$ cat src/rtl/reduce_tree_pipe.sv
`timescale 1ns/1ps
// Pipelined N-input AND/OR/XOR/NAND reduction tree with one register level per tree level
// and a global-enable valid/ready handshake.
module reduce_tree_pipe #(
  parameter int unsigned N     = 4,
  parameter int unsigned CNT_W = 16
) (
  input  logic             clk,
  input  logic             rst,
  input  logic             in_valid,
  output logic             in_ready,
  input  logic [N-1:0]     in_data,
  input  logic [1:0]       in_mode,
  output logic             out_valid,
  input  logic             out_ready,
  output logic             out_data,
  output logic [1:0]       out_half,
  output logic [1:0]       out_mode,
  output logic [CNT_W-1:0] out_count
);

  localparam int unsigned LOG2N = $clog2(N);

  localparam logic [1:0] MODE_OR   = 2'b01;
  localparam logic [1:0] MODE_XOR  = 2'b10;
  localparam logic [1:0] MODE_NAND = 2'b11;

  // All tree levels packed into one vector: level k (width N>>k) sits at offset N-2*(N>>k).
  logic [N-2:0]            tree_nxt;
  logic [N-2:0]            tree_q;
  logic [LOG2N:1]          valid_q;
  logic [LOG2N:1][1:0]     mode_q;
  logic [1:0]              half_src;
  logic [1:0]              half_q;
  logic [CNT_W-1:0]        count_q;
  logic                    stall;

  function automatic logic pair_op(input logic [1:0] mode, input logic a, input logic b);
    case (mode)
      MODE_OR:  return a | b;
      MODE_XOR: return a ^ b;
      default:  return a & b;
    endcase
  endfunction

  assign stall    = valid_q[LOG2N] && !out_ready;
  assign in_ready = !stall;

  // Combinational next value of every level; only the final bit is inverted for NAND.
  for (genvar k = 1; k <= LOG2N; k++) begin : g_level
    localparam int unsigned SW  = N >> k;
    localparam int unsigned OFF = N - 2 * SW;

    logic [2*SW-1:0] src;
    logic [1:0]      src_mode;

    if (k == 1) begin : g_from_in
      assign src      = in_data;
      assign src_mode = in_mode;
    end else begin : g_from_prev
      assign src      = tree_q[N-2*SW-1 : N-4*SW];
      assign src_mode = mode_q[k-1];
    end

    for (genvar i = 0; i < SW; i++) begin : g_bit
      if (k == LOG2N) begin : g_final
        assign tree_nxt[OFF+i] = pair_op(src_mode, src[2*i+1], src[2*i]) ^ (src_mode == MODE_NAND);
      end else begin : g_inner
        assign tree_nxt[OFF+i] = pair_op(src_mode, src[2*i+1], src[2*i]);
      end
    end

    if (k == LOG2N) begin : g_half
      assign half_src = src;
    end
  end

  // Every stage advances together unless the result at the output is being held.
  always_ff @(posedge clk or posedge rst) begin
    if (rst) begin
      tree_q  <= '0;
      valid_q <= '0;
      mode_q  <= '0;
      half_q  <= '0;
      count_q <= '0;
    end else begin
      if (!stall) begin
        tree_q     <= tree_nxt;
        half_q     <= half_src;
        valid_q[1] <= in_valid;
        mode_q[1]  <= in_mode;
        for (int k = 2; k <= int'(LOG2N); k++) begin
          valid_q[k] <= valid_q[k-1];
          mode_q[k]  <= mode_q[k-1];
        end
      end
      if (valid_q[LOG2N] && out_ready) begin
        count_q <= count_q + CNT_W'(1);
      end
    end
  end

  assign out_valid = valid_q[LOG2N];
  assign out_data  = tree_q[N-2];
  assign out_half  = half_q;
  assign out_mode  = mode_q[LOG2N];
  assign out_count = count_q;

endmodule

$ cat config.mk
export PLATFORM = sky130hd
export DESIGN_NAME = reduce_tree_pipe
export DESIGN_NICKNAME = d
export VERILOG_FILES = /design/src/rtl/reduce_tree_pipe.sv
export SDC_FILE = /design/constraint.sdc
export NUM_CORES = 1
export LEC_CHECK = 0
export ABC_AREA = 1
export CELL_PAD_IN_SITES_DETAIL_PLACEMENT = 1
export CELL_PAD_IN_SITES_GLOBAL_PLACEMENT = 1
export CORE_MARGIN = 8
export CORE_UTILIZATION = 33
export DETAILED_ROUTE_END_ITERATION = 12
export MAX_ROUTING_LAYER = met4
export PLACE_DENSITY = 0.8
export SYNTH_ARGS = -nofsm -noshare
export SYNTH_HDL_FRONTEND = slang
export SYNTH_SLANG_ARGS = --single-unit
$ cat constraint.sdc
create_clock -name clk -period 1.3 [get_ports clk]
set_input_delay 0.13 -clock clk [delete_from_list [all_inputs] [get_ports clk]]
set_output_delay 0.13 -clock clk [all_outputs]
set_load 0.03 [all_outputs]
# Yosys cells after proc, flatten, opt, wreduce, memory -nomap -nowiden
# Cells that the tools add are included.
dict set report classes {
  muxes 3
  n_div 0
  n_mul 0
  addsub 1
  magnitude_cmp 0
  n_eq_ne 5
  n_reduce_logical 4
  n_shift 0
  n_bitwise 10
}
# cell count
set op_table {}
lappend op_table {{16-bit by 1-bit adder with 16-bit output (second input constant)} 1}
lappend op_table {{2-bit equality test (second input constant)} 3}
lappend op_table {{1-bit case mux with 2 select lines} 3}
lappend op_table {{2-bit by 1-bit equality test with 1-bit output (second input constant)} 2}
lappend op_table {{1-bit bitwise XOR} 4}
lappend op_table {{1-bit AND} 3}
lappend op_table {{1-bit bitwise OR} 3}
lappend op_table {{1-bit logical AND} 2}
lappend op_table {{1-bit logical NOT} 2}
dict set report totals {
  mem_bits_rw 0
  n_memories 0
  elab_cells 29
  inputBits 10
  latchBits 0
  regBits 27
  output_inout_bits 23
  mem_bits_ro 0
}

# Depth between registers and ports, before layout
dict set report depth {
  depth_word 3
  ltp_mapped 9
  depth_no_buf 9
}

# Worst setup path before layout
# No wires, ideal clock.
dict set report synth_timing {
  kind {reg-to-reg}
  from {register valid_q[2] in the netlist's numbering}
  to {register tree_q[1]}
  setup_ps 138
  required_time_ps 1162
  period_less_slack_ps 1475
  path_slack_ps -175
  t_arrival_ps 1338
  n_path_buf 0
  stages_incl_launch_ff 6
  path_cell_list {dfrtp_1 -> inv_1 -> nor2_1 -> inv_1 -> o211ai_1 -> o21ai_0}
}
dict set report synth_between {
  elab_chain_cells 1
}
# element line_no
set synth_lines {}
lappend synth_lines {{from (decl)} 31} ;# logic [LOG2N:1] valid_q;
lappend synth_lines {{from (signal, indexed assignment)} 93} ;# valid_q[k] <= valid_q[k-1];
lappend synth_lines {{1-bit logical AND} 46} ;# assign stall = valid_q[LOG2N] && !out_ready;
lappend synth_lines {{to (signal assigned)} 88} ;# tree_q <= tree_nxt;
lappend synth_lines {{to (decl)} 30} ;# logic [N-2:0] tree_q;
# No other way between the ends.
# A chain may end at the register's enable or synchronous reset.

# Worst setup path in the final report
dict set report layout_timing {
  from {register mode_q, in the netlist g_level[2].src_mode[1]}
  to {register tree_q[2]}
}
dict set report layout_between {
  elab_chain_cells 3
  elab_cells_between_ends 5
  cone_classes {eq/ne: 3; mux: 1; bitwise: 1}
}
# element line_no
set layout_lines {}
lappend layout_lines {{from (decl)} 32} ;# logic [LOG2N:1][1:0] mode_q;
lappend layout_lines {{from (signal, indexed assignment)} 94} ;# mode_q[k] <= mode_q[k-1];
lappend layout_lines {{2-bit equality test or 2-bit by 1-bit equality test with 1-bit output (tied branches)} 39} ;# case (mode)
lappend layout_lines {{1-bit case mux with 2 select lines} 39}
lappend layout_lines {{1-bit bitwise XOR *} 67} ;# assign tree_nxt[OFF+i] = pair_op(src_mode, src[2*i+1], src[2*i]) ^ (src_mode == MODE_NAND);
# Every way passes the cells marked *; elsewhere a longest branch is shown, timed or not.

==> PnR_summary.wiki <==
{| class="wikitable"
! Metric !! Value
|-
| Outcome || finished, violations left
|-
| Failing checks || negative setup slack
|-
| Max-slew headroom || 78.7%
|-
| Hold Violations, Final || 0
|-
| Cell Pwr Density || 1330 nW/um^2
|-
| GR Util All Layers || 12.1%
|-
| Worst clock skew || 0.00835 ns
|-
| Count of mapped cells out of synthesis || 165
|-
| Lkg Pwr || 0.00115 uW
|-
| Share of power burned in combinational logic || 42.6%
|-
| Overflow after GRT || 0
|-
| Total wire length || 3740 microns
|-
| HPWL after DPL || 2780 microns
|-
| Clock period minus worst slack || 1.32 ns
|-
| Arrival time worst endpoint || 1.49 ns
|-
| Maximum level of the CTS H-tree || 1
|-
| Initial cell density of the core || 33.6%
|-
| Synthesized cell area || 1430 sq um
|-
| Row count || 24
|-
| Width of the die || 81.9 microns
|-
| Syn-to-layout area delta || 53.4%
|-
| Quantity of I/O buffers inserted on ports || 32
|-
| DR DRC count || 0
|-
| Sequential fraction of design power || 40.6%
|-
| Final setup viols || 1
|-
| Area of the core region || 4260 sq um
|-
| Antenna violations before repair || 0
|-
| Class of the tightest hold or removal check || in2async
|-
| Pin count of the biggest net entering global routing || 28
|-
| Warnings from Yosys || 0
|-
| Multi-input gate area in the final layout || 723 sq um
|-
| Highest Clock Rate || 756 MHz
|-
| Internal Pwr Total || 1790 uW
|-
| Via/cell ratio || 4.60
|-
| Peak supply drop || 472 uV
|-
| Total Neg Setup Slack || -0.0229 ns
|-
| Clock transition at the register clock pins on the worst setup and hold paths after CTS || 0.10 ns
|-
| Transition time at the pin with the least slew margin || 0.320 ns
|-
| CTS Buf Count || 3
|-
| Number of clock sinks seen by CTS || 27
|-
| Count of pins over their slew limit || 0
|-
| Reported max-cap violation count || 0
|-
| Worst Setup End Kind || register
|-
| Setup repair after global routing missed its margin || true
|-
| Vias in the first global route || 1375
|-
| Setup WS post-layout || -0.0229 ns
|-
| Filler instances || 508
|-
| Post-Synthesis Net Count || 187
|-
| Final total power || 2920 uW
|-
| Flop and latch count out of synthesis || 27
|-
| FF/Latch Area || 682 sq um
|-
| Net switching power figure || 1130 uW
|-
| Maximum fanout encountered on the critical timing path || 2
|-
| Share of synthesized area occupied by flip-flops and latches || 47.2%
|-
| Antenna diode instance count || 0
|-
| Relative contribution of the clock network to total power || 16.8%
|-
| Die Y-Extent || 81.9 microns
|-
| Count of pins on the block boundary || 33
|-
| Nets@finish || 251
|-
| Netlist cell types || 19
|-
| WS Path Type || reg2reg
|-
| Routed len/inst || 13.3 microns
|-
| CTS tree || built
|-
| Final standard cell count with taps included and fillers excluded || 280
|-
| DR pass1 iterations || 4
|-
| Global placer's final weighted congestion || 0.771
|-
| Crit start category || register
|-
| Hold-fix buffers, CTS || 0
|-
| Layout cell share with drive strength beyond 1 || 27.6%
|-
| Tcrit/Tclk final || 102%
|-
| Maximum root-to-sink buffer count || 2
|-
| Remaining antenna violation count after routing || 0
|-
| Via Count || 1289
|-
| Clock insertion delay at the later pin of the skew report || 0.28 ns
|-
| Required @ worst endpoint || 1.47 ns
|-
| Clock root buffer || clkbuf_8
|-
| Worst reg2reg path depth || 7
|-
| Number of design-rule violations left by the first detailed-router iteration || 24
|-
| Die Footprint || 6700 sq um
|-
| Avg Synthesized Cell Area || 8.67 sq um
|-
| Wire length of the first global-routing pass || 6190 microns
|-
| Post-placement cell count || 268
|-
| Net Sw Frac || 38.8%
|}
## per-stage QoR
step / hold slack (ns) / util (%) / instance area [sq um] / worst slack (ns)
after global placement: 0.433 / 47.2 / 2010 / -0.179
after detailed placement: 0.439 / 47.2 / 2010 / -0.251
after CTS: 0.176 / 48.6 / 2070 / 0.00562
final: 0.167 / 51.5 / 2200 / -0.0229
after global routing: 0.200 / 51.5 / 2200 / -0.0847
after floorplan: 0.182 / - / 1440 / -0.0248
## path summary, 6_finish.rpt
check                                       start       endpoint  slack [ns]
setup / recovery           g_level[2].src_mode[1]      tree_q[2]       -0.02
hold / removal                                rst  out_count[12]        0.17
setup reg to reg           g_level[2].src_mode[1]      tree_q[2]       -0.02
hold reg to reg                        valid_q[1]     valid_q[2]        0.48
max in group asynchronous                     rst     valid_q[2]        0.95
min in group clk                         in_valid     valid_q[1]        0.45
## kinds of logic after synthesis
group / after synthesis / synth area share, %
AO/OA/AOI/OAI: 14 / 5.25
XOR/XNOR: 11 / 6.73
adder cells (fa/ha/maj): 12 / 10.5
buffers and inverters: 33 / 8.74
flip-flops: 27 / 47.2
multiplexers: 1 / 0.787
AND/OR/NAND/NOR: 67 / 20.8
## metal layers
metal	GRT usage (%)	wire [microns]
met5	-	0
met4	4.74	48
met3	1.75	120
met2	20.8	1950
met1	13.8	1620
## placed cells by master (no fill, tap or decap), types with 4 or more instances in the layout
cell type        Yosys  routed
nand2_1             38      34
inv_1               32      29
buf_4                0      25
dfrtp_1             27      22
dlygate4sd2_1        0      17
o21ai_0             10       9
ha_1                12       9
clkdlybuf4s50_1      0       8
nor2_1              11       7
xor2_1               6       6
xnor2_1              5       5
nand3_1              9       5
dfrtp_2              0       5
nand2_2              0       4
nand4_1              4       4
buf_12               0       4
## cell usage after synthesis
cell type	number	share of area, %
buf_2	1	0.35
o211ai_1	1	0.52
nor2_4	1	0.79
a21oi_1	2	0.70
a22oi_1	1	0.52
or2_2	1	0.44
ha_1	12	10
o21ai_0	10	3.5
mux2_2	1	0.79
nand3_1	9	3.1
dfrtp_1	27	47
xnor2_1	5	3.1
nor3_4	1	1.1
nand2_1	38	10
nand4_1	4	1.7
inv_1	32	8.4
nor3_1	2	0.70
xor2_1	6	3.7
nor2_1	11	2.9
## area by class of cell
class / count / area share (%)
clock buffer: 3 / 1.88
clock inverter: 1 / 0.228
inverter: 32 / 5.70
sequential: 27 / 31.1
timing repair buffer: 60 / 25.2
tap: 52 / 2.96
multi-input combinational: 105 / 32.9
## what timing repair did
| item | CTS | global route |
|---|---|---|
| setup endpoints to repair | 24 | 12 |
| cloned | 0 | 0 |
| resized for setup | 30 | 21 |
| pin swaps | 5 | 10 |
| buffers inserted | 1 | 7 |
## power by group through the flow
stage                     combinational, uW  sequential [uW]  clock, uW
after detailed placement               1120             1180          0
after floorplan                         328             1440          0
after global routing                   1360             1210        538
after global placement                 1100             1170          0
final                                  1240             1190        491
after CTS                              1080             1180        502
## flip-flops by register name, summed over array words and instances, names as in the netlist
register / flops
out_count: 16
out_mode: 2
g_level.src_mode: 2
valid_q: 2
tree_q: 3
out_half: 2
## critical path, stage by stage (launching register included)
cell	delay (ns)
dfrtp_1	0.43
ha_4	0.29
inv_4	0.03
or2_4	0.25
nand2_2	0.06
nand2_1	0.05
nand3_1	0.07
nand2_1	0.05
Power figures use the tool's default switching activity.
